**src/rtl/uart_ctrl_pkg.sv**
```systemverilog
// Shared types and constants for the UART transmit arbiter.
package uart_ctrl_pkg;

    localparam int unsigned BYTE_W             = 8;
    localparam int unsigned DEF_GAP_CYCLES     = 4;
    localparam int unsigned DEF_TIMEOUT_CYCLES = 200_000;

    typedef enum logic [1:0] {
        IDLE,
        WAIT,
        GAP
    } arb_state_e;

    function automatic int unsigned grant_w(input int unsigned n);
        return (n < 2) ? 1 : $clog2(n);
    endfunction

endpackage

```
**src/rtl/rr_arbiter.sv**
```systemverilog
// Combinational round-robin pick: first requester above the last grant, with wrap-around.
module rr_arbiter
    import uart_ctrl_pkg::*;
#(
    parameter int unsigned NUM_REQ = 4,
    parameter int unsigned IDX_W   = grant_w(NUM_REQ)
) (
    input  logic [NUM_REQ-1:0] req,
    input  logic [IDX_W-1:0]   last,
    output logic [NUM_REQ-1:0] gnt_c,
    output logic               valid_c
);

    logic [IDX_W-1:0] idx;

    always_comb begin
        gnt_c   = '0;
        valid_c = 1'b0;
        idx     = '0;
        for (int unsigned k = 1; k <= NUM_REQ; k++) begin
            idx = IDX_W'((32'(last) + k) % NUM_REQ);
            if (!valid_c && req[idx]) begin
                gnt_c[idx] = 1'b1;
                valid_c    = 1'b1;
            end
        end
    end

endmodule

```
**src/rtl/uart_tx_arbiter.sv**
```systemverilog
// Round-robin sharing of one UART transmitter among NUM_REQ byte producers.
// Optional WAIT watchdog enabled by defining UART_ARB_TIMEOUT_EN.
module uart_tx_arbiter
    import uart_ctrl_pkg::*;
#(
    parameter  int unsigned NUM_REQ        = 4,
    parameter  int unsigned GAP_CYCLES     = DEF_GAP_CYCLES,
    parameter  int unsigned TIMEOUT_CYCLES = DEF_TIMEOUT_CYCLES,
    localparam int unsigned IDX_W          = grant_w(NUM_REQ)
) (
    input  logic                      clk,
    input  logic                      rst_n,
    input  logic [NUM_REQ-1:0]        req_valid,
    input  logic [BYTE_W*NUM_REQ-1:0] req_data,
    output logic [NUM_REQ-1:0]        req_ready,
    output logic                      uart_start,
    output logic [BYTE_W-1:0]         uart_txin,
    input  logic                      uart_txdone,
    output logic                      busy,
    output logic [IDX_W-1:0]          grant_id,
    output logic                      timeout_err
);

    localparam int unsigned GAP_W = $clog2(GAP_CYCLES);

    if (NUM_REQ < 2 || NUM_REQ > 8 || GAP_CYCLES < 3 || TIMEOUT_CYCLES == 0) begin : g_param_check
        $error("uart_tx_arbiter: illegal parameter value");
    end

    arb_state_e          state;
    logic [GAP_W-1:0]    gap_cnt;
    logic [NUM_REQ-1:0]  pick_gnt_c;
    logic                pick_valid_c;
    logic [IDX_W-1:0]    pick_idx_c;
    logic [BYTE_W-1:0]   pick_byte_c;

`ifdef UART_ARB_TIMEOUT_EN
    localparam int unsigned TO_W = (TIMEOUT_CYCLES < 2) ? 1 : $clog2(TIMEOUT_CYCLES);
    logic [TO_W-1:0] to_cnt;
`endif

    rr_arbiter #(
        .NUM_REQ (NUM_REQ),
        .IDX_W   (IDX_W)
    ) u_rr (
        .req     (req_valid),
        .last    (grant_id),
        .gnt_c   (pick_gnt_c),
        .valid_c (pick_valid_c)
    );

    // One-hot grant to index and byte select.
    always_comb begin
        pick_idx_c  = '0;
        pick_byte_c = '0;
        for (int i = 0; i < NUM_REQ; i++) begin
            if (pick_gnt_c[i]) begin
                pick_idx_c  = IDX_W'(i);
                pick_byte_c = req_data[i*BYTE_W +: BYTE_W];
            end
        end
    end

    always_ff @(posedge clk) begin
        if (!rst_n) begin
            state       <= IDLE;
            req_ready   <= '0;
            uart_start  <= 1'b0;
            uart_txin   <= '0;
            busy        <= 1'b0;
            timeout_err <= 1'b0;
            grant_id    <= IDX_W'(NUM_REQ - 1);
            gap_cnt     <= '0;
`ifdef UART_ARB_TIMEOUT_EN
            to_cnt      <= '0;
`endif
        end else begin
            req_ready   <= '0;
            uart_start  <= 1'b0;
            timeout_err <= 1'b0;
            case (state)
                IDLE: begin
                    if (pick_valid_c) begin
                        req_ready  <= pick_gnt_c;
                        uart_start <= 1'b1;
                        uart_txin  <= pick_byte_c;
                        grant_id   <= pick_idx_c;
                        busy       <= 1'b1;
                        state      <= WAIT;
`ifdef UART_ARB_TIMEOUT_EN
                        to_cnt     <= '0;
`endif
                    end
                end
                WAIT: begin
                    if (uart_txdone) begin
                        gap_cnt <= GAP_W'(GAP_CYCLES - 1);
                        state   <= GAP;
                    end
`ifdef UART_ARB_TIMEOUT_EN
                    else if (to_cnt == TO_W'(TIMEOUT_CYCLES - 1)) begin
                        timeout_err <= 1'b1;
                        gap_cnt     <= GAP_W'(GAP_CYCLES - 1);
                        state       <= GAP;
                    end else begin
                        to_cnt <= to_cnt + TO_W'(1);
                    end
`endif
                end
                // IDLE is reached as the count hits zero, so the next start lands GAP_CYCLES+1 after txdone.
                GAP: begin
                    gap_cnt <= gap_cnt - GAP_W'(1);
                    if (gap_cnt == GAP_W'(1)) begin
                        state <= IDLE;
                        busy  <= 1'b0;
                    end
                end
                default: begin
                    state <= IDLE;
                    busy  <= 1'b0;
                end
            endcase
        end
    end

endmodule

```
**config.mk**
```make
export PLATFORM = sky130hd
export DESIGN_NAME = uart_tx_arbiter
export DESIGN_NICKNAME = d
export VERILOG_FILES = /design/src/rtl/uart_ctrl_pkg.sv /design/src/rtl/rr_arbiter.sv /design/src/rtl/uart_tx_arbiter.sv
export SDC_FILE = /design/constraint.sdc
export NUM_CORES = 1
export LEC_CHECK = 0
export CORE_ASPECT_RATIO = 0.9
export CORE_MARGIN = 3
export CORE_UTILIZATION = 38
export CTS_BUF_LIST = sky130_fd_sc_hd__clkbuf_16
export DETAILED_ROUTE_END_ITERATION = 7
export GPL_TIMING_DRIVEN = 0
export PLACE_DENSITY = 0.68
export SYNTH_ARGS = -nofsm -noshare
export SYNTH_HDL_FRONTEND = slang
export SYNTH_SLANG_ARGS = --single-unit
```
**constraint.sdc**
```tcl
create_clock -name clk -period 3.3 [get_ports clk]
set_clock_uncertainty 0.15 [all_clocks]
set_input_delay 0.495 -clock clk [delete_from_list [all_inputs] [get_ports clk]]
set_output_delay 0.495 -clock clk [all_outputs]
set_load 0.02 [all_outputs]
```
==> reports/metrics.sh, run 1 <==
OUTCOME='finished, final reports clean'
DIE-HEIGHT_UM=70.0
SYNTH_FP_NETS=242
AVGVIACOUNTPERCELL=5.64
RR_ENDPOINT='uart_txin[3]'
SYNTH_CELLS=194
YS_ASYNC_SR_FRACTION_PCT=0
TRACK_USAGE_PCT=17.8
DIEAREA_UM2=5390
HOLD_PATH.STARTPOINT='busy'
CRITPATHLAUNCHTYPE='flip-flop'
GRT_PASS1_VIAS=1665
REQUIRED_PS=3350
SYNTH-WARNING-COUNT=0
FMAX_ACHIEVED_MHz=319
INSERTED_DIODES=0
ROUTE.DETAILED.DRC=0
INITIAL_ANTENNA_VIOLATION_COUNT=0
YS_DOMINANT_REG_CELL='dfxtp_1'
DRTITER0DRC=162
CRIT_BUF_INV=2
END_KIND='flip-flop'
TIGHTEST_SLEW_PS=531
AVGSYNTHCELLAREA_UM2=8.90
DETAIL_ROUTE.WL_PER_CELL_UM=16.1
REG2REG_DEPTH=9
STD_CELL_ROWS=22
VDD_IR_DROP_MAX_mV=0.322
MAX_CAP_CHECK_VIOLATION_COUNT=0
REPORT.FINAL.SLEW_VIOL_COUNT=0
GP_CONGESTION=0.820
PIN_COUNT_OF_THE_BIGGEST_NET_ENTERING_GLOBAL_ROUTING=12
CRITICAL_PATH.STARTPOINT='grant_id[0]'
FINAL_CORE_UTILIZATION_PCT=58.2
CRIT_CHAIN='buf_6 -> clkinvlp_4 -> ha_2 -> mux2_2 -> a221oi_4 -> o21a_1 -> o311ai_4 -> o2111ai_1 -> o2111a_1'
FINAL_MIN_PERIOD_OVER_CLOCK_PERIOD_PCT=95.1
GR_OVFL_TOTAL=0
CTSLONGESTPATHBUFFERS=2
NUM-FILL-CELLS=394
TRITONCTS_NUM_SINKS=20
TIMING.SETUP.CRITICAL_PATH_CLASS='reg2reg'
SETUP_TOTAL_NEGATIVE_SLACK_PS=0
WORST_REG2REG_PATH_STARTPOINT='grant_id[0]'
FINALWIRELENGTH_UM=5000
P_LEAK_nW=0.917
FIN_AREA_UM2=2450
CTS.HTREE.LEVELS=1
PLACEMENT.IO_BUFFERS=49
DPL_CELL_AREA_UM2=2290
PATH_DELAY_FAMILY='compound AO/OA/AOI/OAI gates'
TIMING.MAX_SLEW.REL_SLACK_PCT=64.6
NUM-NETS-FINAL=300
VIAS=1755
DP_WORST_SETUP_SLACK_PS=-88.1
FINAL_COMMON_CELL='clkdlybuf4s50_1'
CTS_BUFFERS=3
CLOCK_INSERTION_DELAY_WORST_SKEW_PS=250
WORSTSETUPPATHDEPTH=9
FP.COREAREA_UM2=4210
FIRST_PASS_GRT_WIRE_LENGTH_UM=7800
SYNTH_ENABLE_FLOP_CELLS=0
TOTAL_POWER_W=0.00211
CTS_TREE='done'
SYN2LAYOUT_AREA_GROWTH_PCT=42.0
SETUP_WS_PS=161
FIN_CRIT_PS=3140
DRT-PASS1-ITER-COUNT=6
CLKTRANSATPATHREGS_PS=50
NUMBER_OF_TOP_LEVEL_DESIGN_PORTS=56
SYN-CELL-AREA_UM2=1730
FLOORPLAN.DIE.WIDTH_UM=77.1
R2R_SETUP_SLACK_PS=160
YOSYS_REGISTER_BITS=20
SETUP_VIOLATIONS=0
DP_HPWL_UM=3550
FINAL-HOLD-VIOLATION-COUNT=0
PORTION_OF_THE_POST_SYNTHESIS_AREA_USED_BY_SEQUENTIAL_ELEMENTS_PCT=23.2
SYNTH_CELL_TYPE_COUNT=49
POWER.DENSITY_nW_PER_UM2=862
FINAL_CELL_MIX='clkdlybuf4s50_1, dfxtp_1, inv_1'
CRITICAL_PATH_ARRIVAL_PS=3190
ANTENNA_LEFT=0
CRITPATHCAPTURE='uart_txin[3]'
CP_SLOWEST_CELL='ha_2'
RATIO_OF_CELLS_WITH_DRIVE_ABOVE_1_IN_THE_FINAL_LAYOUT_PCT=16.3
CP_SLOWEST_STAGE_DELAY_PS=460
GRT_SETUP_UNREPAIRED='no'
CTS-ROOT-BUF='clkbuf_16'
PATH_MAX_FANOUT=9
INITIAL_UTILIZATION_PCT=41.0
HOLDCRITPATHCLASS='reg2reg'
==> worst register-to-register path, cell delays in order, from the launching register on <==
cell and delay [ps]:
dfxtp_2 390, buf_6 170, clkinvlp_4 220, ha_2 460, mux2_2 390, a221oi_4 430
o21a_1 220, o311ai_4 190, o2111ai_1 260, o2111a_1 210
==> sequential cells by signal (all words and copies together), names as in the netlist <==
register	cells
gap_cnt	2
req_ready	4
uart_txin	8
grant_id	2
state	2
busy	1
uart_start	1
==> report_power, final <==
| part | internal [W] | leakage (nW) | switching, W | total, W |
|---|---|---|---|---|
| sequential | 0.000307 | 0.165 | 0.0000592 | 0.000366 |
| combinational | 0.000681 | 0.714 | 0.000819 | 0.00150 |
| clock | 0.000161 | 0.0385 | 0.0000865 | 0.000248 |
==> cell families after synthesis <==
family | synth area share, %
compound gates | 36.0
simple gates | 19.5
buf+inv | 8.84
flops | 23.2
fa+ha+maj | 6.52
mux | 5.22
other cells | 0.217
xor+xnor | 0.507
==> timing repair <==
action                                  CTS  global route
buffers inserted                          0             4
endpoints found under the hold margin     0             0
pin swaps                                 0             3
gates resized for setup                   0             8
hold buffers                              0             0
cloned                                    0             1
endpoints found under the setup margin    9            10
==> cell usage after synthesis (8+ instances only) <==
| cell type | n | area, µm² |
|---|---|---|
| o2111a_1 | 8 | 90.1 |
| inv_1 | 13 | 48.8 |
| nand3_1 | 10 | 50.1 |
| nor2_1 | 8 | 30.0 |
| clkbuf_1 | 8 | 30.0 |
| dfxtp_1 | 20 | 400 |
| and2_1 | 10 | 62.6 |
| a222oi_1 | 8 | 80.1 |
| o21a_1 | 10 | 75.1 |
| ha_1 | 9 | 113 |
| nand2_1 | 8 | 30.0 |
| o2111ai_1 | 8 | 70.1 |
| a21oi_1 | 10 | 50.1 |
==> how the worst min path moves through the flow <==
stage / end / slack, ps / cells past startpoint
after CTS: busy / 320 / 2
after floorplan: state[1] / 340 / 2
after detailed placement: busy / 310 / 2
final: busy / 320 / 2
after global routing: busy / 370 / 2
after global placement: busy / 310 / 2
==> layer usage <==
| metal | track usage [%] | wire length [µm] |
|---|---|---|
| met5 | 0 | 0 |
| met4 | 4.94 | 39 |
| met1 | 23.0 | 2270 |
| met3 | 4.77 | 433 |
| met2 | 29.1 | 2260 |
==> stage by stage <==
step | instances | hold slack, ps
4_1_cts | 306 | 321
5_1_grt | 311 | 373
3_5_place_dp | 303 | 311
3_3_place_gp | 303 | 311
2_1_floorplan | 194 | 340
6_report | 311 | 319
==> layout make-up <==
cell class,instances,area (µm²),area share (%)
Buffer,17,103,4.19
Timing Repair Buffer,53,520,21.2
Sequential cell,20,402,16.4
Multi-Input combinational cell,144,1220,49.8
Clock inverter,1,3.75,0.153
Clock buffer,3,75.1,3.06
Inverter,13,52.6,2.14
Tap cell,60,75.1,3.06
Note: power is estimated with default switching activity, not from simulation.
==> run 2, diff against run 1 <==
--- a/config.mk
+++ b/config.mk
@@ -9,9 +9,11 @@
 export CORE_MARGIN = 3
 export CORE_UTILIZATION = 38
 export CTS_BUF_LIST = sky130_fd_sc_hd__clkbuf_16
+export CTS_CLUSTER_DIAMETER = 30
 export DETAILED_ROUTE_END_ITERATION = 7
 export GPL_TIMING_DRIVEN = 0
-export PLACE_DENSITY = 0.68
+export PLACE_DENSITY = 0.71
 export SYNTH_ARGS = -nofsm -noshare
 export SYNTH_HDL_FRONTEND = slang
+export SYNTH_HIERARCHICAL = 1
 export SYNTH_SLANG_ARGS = --single-unit
==> run 2 against run 1 <==
Worst hold slack better by 17 ps. Routed wire length down 16%. Global-route usage up 1.1 points. Combinational power down 45%. Worst setup slack better by 69 ps. Non-clock buffer count up 1. Core utilization up 4.7 points. Highest routed layer unchanged.
==> reports/metrics.sh, run 2 <==
PATH_MAX_FANOUT=10  # +1
DP_HPWL_UM=3150  # -11%
ANTENNA_LEFT=0  # unchanged
GRT_PASS1_VIAS=1464  # -12%
INITIAL_UTILIZATION_PCT=41.6  # +0.63 points
YOSYS_REGISTER_BITS=20  # unchanged
VIAS=1475  # -16%
MAX_CAP_CHECK_VIOLATION_COUNT=0  # unchanged
P_LEAK_nW=0.907  # -1.0%
SEQUENTIALPOWERSHARE_PCT=23.6  # +6.3 points
FOOTPRINT_OF_THE_MULTI_INPUT_GATES_UM2=975  # -20%
DRT-PASS1-ITER-COUNT=4  # -2
FMAX_ACHIEVED_MHz=326  # +2.2%
SETUP_VIOLATIONS=0  # unchanged
SYNTH_TOP_CELL_AREA_SHARE_PCT=27.3  # +4.1 points
SYNTH_AREA_LEADERS='dfxtp_1, a221oi_2, ha_1'
AVGSYNTHCELLAREA_UM2=8.90  # about the same
SYNTH.MOST_COMMON_CELL='dfxtp_1'
CTSLONGESTPATHBUFFERS=2  # unchanged
CTS_TREE='done'
CTS-ROOT-BUF='clkbuf_16'
SYNTH_CELLS=165  # -15%
FINAL_MIN_PERIOD_OVER_CLOCK_PERIOD_PCT=93.0  # -2.1 points
SYNTH_FP_NETS=213  # -12%
NUMBER_OF_TOP_LEVEL_DESIGN_PORTS=56  # unchanged
FINALWIRELENGTH_UM=4220  # -16%
PLACED_CELLS_INCL_TAPS=263  # -13%
NUM-NETS-FINAL=278  # -7.3%
TIMING.HOLD.WS_PS=336  # +16.6 ps
SYNTH_ENABLE_FLOP_CELLS=0  # unchanged
DIE-HEIGHT_UM=65.0  # -7.1%
FINISHED_LAYOUT_CELLS=273  # -12%
ROUTE.DETAILED.DRC=0  # unchanged
PIN_COUNT_OF_THE_BIGGEST_NET_ENTERING_GLOBAL_ROUTING=12  # unchanged
CRITICAL_PATH_ARRIVAL_PS=3040  # -150 ps
VDD_IR_DROP_MAX_mV=0.265  # -18%
CRITPATHLAUNCHTYPE='flip-flop'
SWITCHING_POWER_W=0.000541  # -44%
TRITONCTS_NUM_SINKS=20  # unchanged
GP_CONGESTION=0.765  # -6.7%
MAX_FLOP_REGISTER='uart_txin'
POST-SYNTH-TOP-AREA-CELL='dfxtp_1'
LARGEST_REG_FLOPS=8  # unchanged
GR_OVFL_TOTAL=0  # unchanged
CLOCK_INSERTION_DELAY_WORST_SKEW_PS=250  # about the same
FINAL-HOLD-VIOLATION-COUNT=0  # unchanged
OUTCOME='finished, final reports clean'
POWER.SWITCHING_FRACTION_PCT=38.4  # -7.2 points
DETAIL_ROUTE.WL_PER_CELL_UM=15.4  # -4.0%
DIEAREA_UM2=4650  # -14%
INITIAL_ANTENNA_VIOLATION_COUNT=0  # unchanged
FINAL_COMMON_CELL='clkdlybuf4s50_1'
SEQ_AREA_UM2=403  # +0.31%
POWER.DENSITY_nW_PER_UM2=635  # -26%
END_KIND='flip-flop'
DRTITER0DRC=56  # -65%
NUM-FILL-CELLS=300  # -24%
REPORT.FINAL.SLEW_VIOL_COUNT=0  # unchanged
TRACK_USAGE_PCT=18.9  # +1.1 points
SYN-CELL-AREA_UM2=1470  # -15%
CTS.HTREE.LEVELS=1  # unchanged
PLACEMENT.IO_BUFFERS=54  # +10%
TIMING.SETUP.CRITICAL_PATH_CLASS='reg2reg'
FINAL_CELL_MIX='clkdlybuf4s50_1, nand2_1, dfxtp_1, a21oi_1'
RATIO_OF_CELLS_WITH_DRIVE_ABOVE_1_IN_THE_FINAL_LAYOUT_PCT=16.6  # +0.26 points
AVGVIACOUNTPERCELL=5.40  # -4.3%
CLOCKPOWERSHARE_PCT=17.7  # +6.0 points
FIRST_PASS_GRT_WIRE_LENGTH_UM=7020  # -10%
SYNTH-WARNING-COUNT=6  # +6
SYNTH_CELL_TYPE_COUNT=39  # -20%
FP.COREAREA_UM2=3530  # -16%
YS_DOMINANT_REG_CELL='dfxtp_1'
PORTION_OF_THE_POST_SYNTHESIS_AREA_USED_BY_SEQUENTIAL_ELEMENTS_PCT=27.3  # +4.1 points
COMBINATIONALPOWERSHARE_PCT=58.7  # -12 points
SYNTH.CELLS.MOST_FREQUENT='dfxtp_1, nand2_1, a21oi_1'
FLOORPLAN.DIE.WIDTH_UM=71.5  # -7.2%
STD_CELL_ROWS=20  # -9.1%
SYN2LAYOUT_AREA_GROWTH_PCT=51.1
CLKTRANSATPATHREGS_PS=50  # about the same
FIN_CRIT_PS=3070  # -68.6 ps
REQUIRED_PS=3270  # -80 ps
YS_ASYNC_SR_FRACTION_PCT=0  # unchanged
CELLINTERNALPOWER_W=0.000868  # -24%
INSERTED_DIODES=0  # unchanged
LARGEST_REGISTERS='uart_txin (8), req_ready (4)'
CTS_BUFFERS=3  # unchanged
HOLDCRITPATHCLASS='reg2reg'
==> run 2: repair_timing <==
| item | 4_1_cts | 5_1_grt |
|---|---|---|
| hold buffers | 0 | 0 |
| endpoints found under the setup margin | 12 | 11 |
| resized for setup | 5 | 5 |
| buffers inserted | 1 | 5 |
| pin swaps | 1 | 0 |
==> run 2: cell families after synthesis <==
kind of cell / share of synthesized area [%]
compound gates: 26.7
fa+ha+maj: 7.67
buf+inv: 6.81
flops: 27.3
mux: 8.77
other cells: 0.255
simple gates: 22.6
==> run 2: area by class of cell <==
class / instances / share of cell area, %
Multi-Input combinational cell: 125 / 43.9
Timing Repair Buffer: 60 / 26.9
Sequential cell: 20 / 18.2
Clock buffer: 3 / 3.38
Buffer: 11 / 3.27
Tap cell: 44 / 2.48
Inverter: 9 / 1.69
Clock inverter: 1 / 0.169
==> run 2: routing by layer <==
layer  up-vias  track usage, %  wire length (µm)
met5         -               0                 0
met4         0            3.76                28
met3         4            3.72               258
met2        43            32.1              1990
met1       694            24.7              1940
li1        734               -                 -
==> run 2: stage by stage <==
stage | TNS [ps] | power (W) | setup WS (ps) | util (%) | area (µm²)
global route | -11.8 | 0.00151 | -11.8 | 62.9 | 2220
global placement | -701 | 0.00107 | -91.8 | 58.5 | 2060
finish | 0 | 0.00141 | 229 | 62.9 | 2220
CTS | 0 | 0.00138 | 12.4 | 61.5 | 2170
detailed placement | -3090 | 0.00109 | -303 | 58.5 | 2060
floorplan | 0 | 0.000839 | 167 | - | 1470
==> run 2: worst max-delay path, cell delays in order (launching register included) <==
cell and delay [ps]:
dfxtp_2 450, clkinvlp_4 200, ha_2 410, mux2i_1 260
mux2_2 280, mux2i_1 110, a221o_1 320, clkbuf_4 240
clkbuf_2 210, o21ai_0 210, nand3_1 90
==> run 2: final timing paths <==
kind                                    end  cells past startpoint  slack [ps]   startpoint
worst max-delay path            grant_id[0]                     10         230  grant_id[0]
worst min-delay path                   busy                      2         340         busy
worst max register to register  grant_id[0]                     10         230  grant_id[0]
worst min register to register         busy                      2         340         busy
==> run 2: power by group through the flow <==
stage | clock [W] | combinational [W] | sequential [W]
floorplan | 0 | 0.000460 | 0.000379
global placement | 0 | 0.000736 | 0.000332
detailed placement | 0 | 0.000757 | 0.000334
CTS | 0.000254 | 0.000799 | 0.000329
global route | 0.000267 | 0.000906 | 0.000340
finish | 0.000249 | 0.000828 | 0.000333
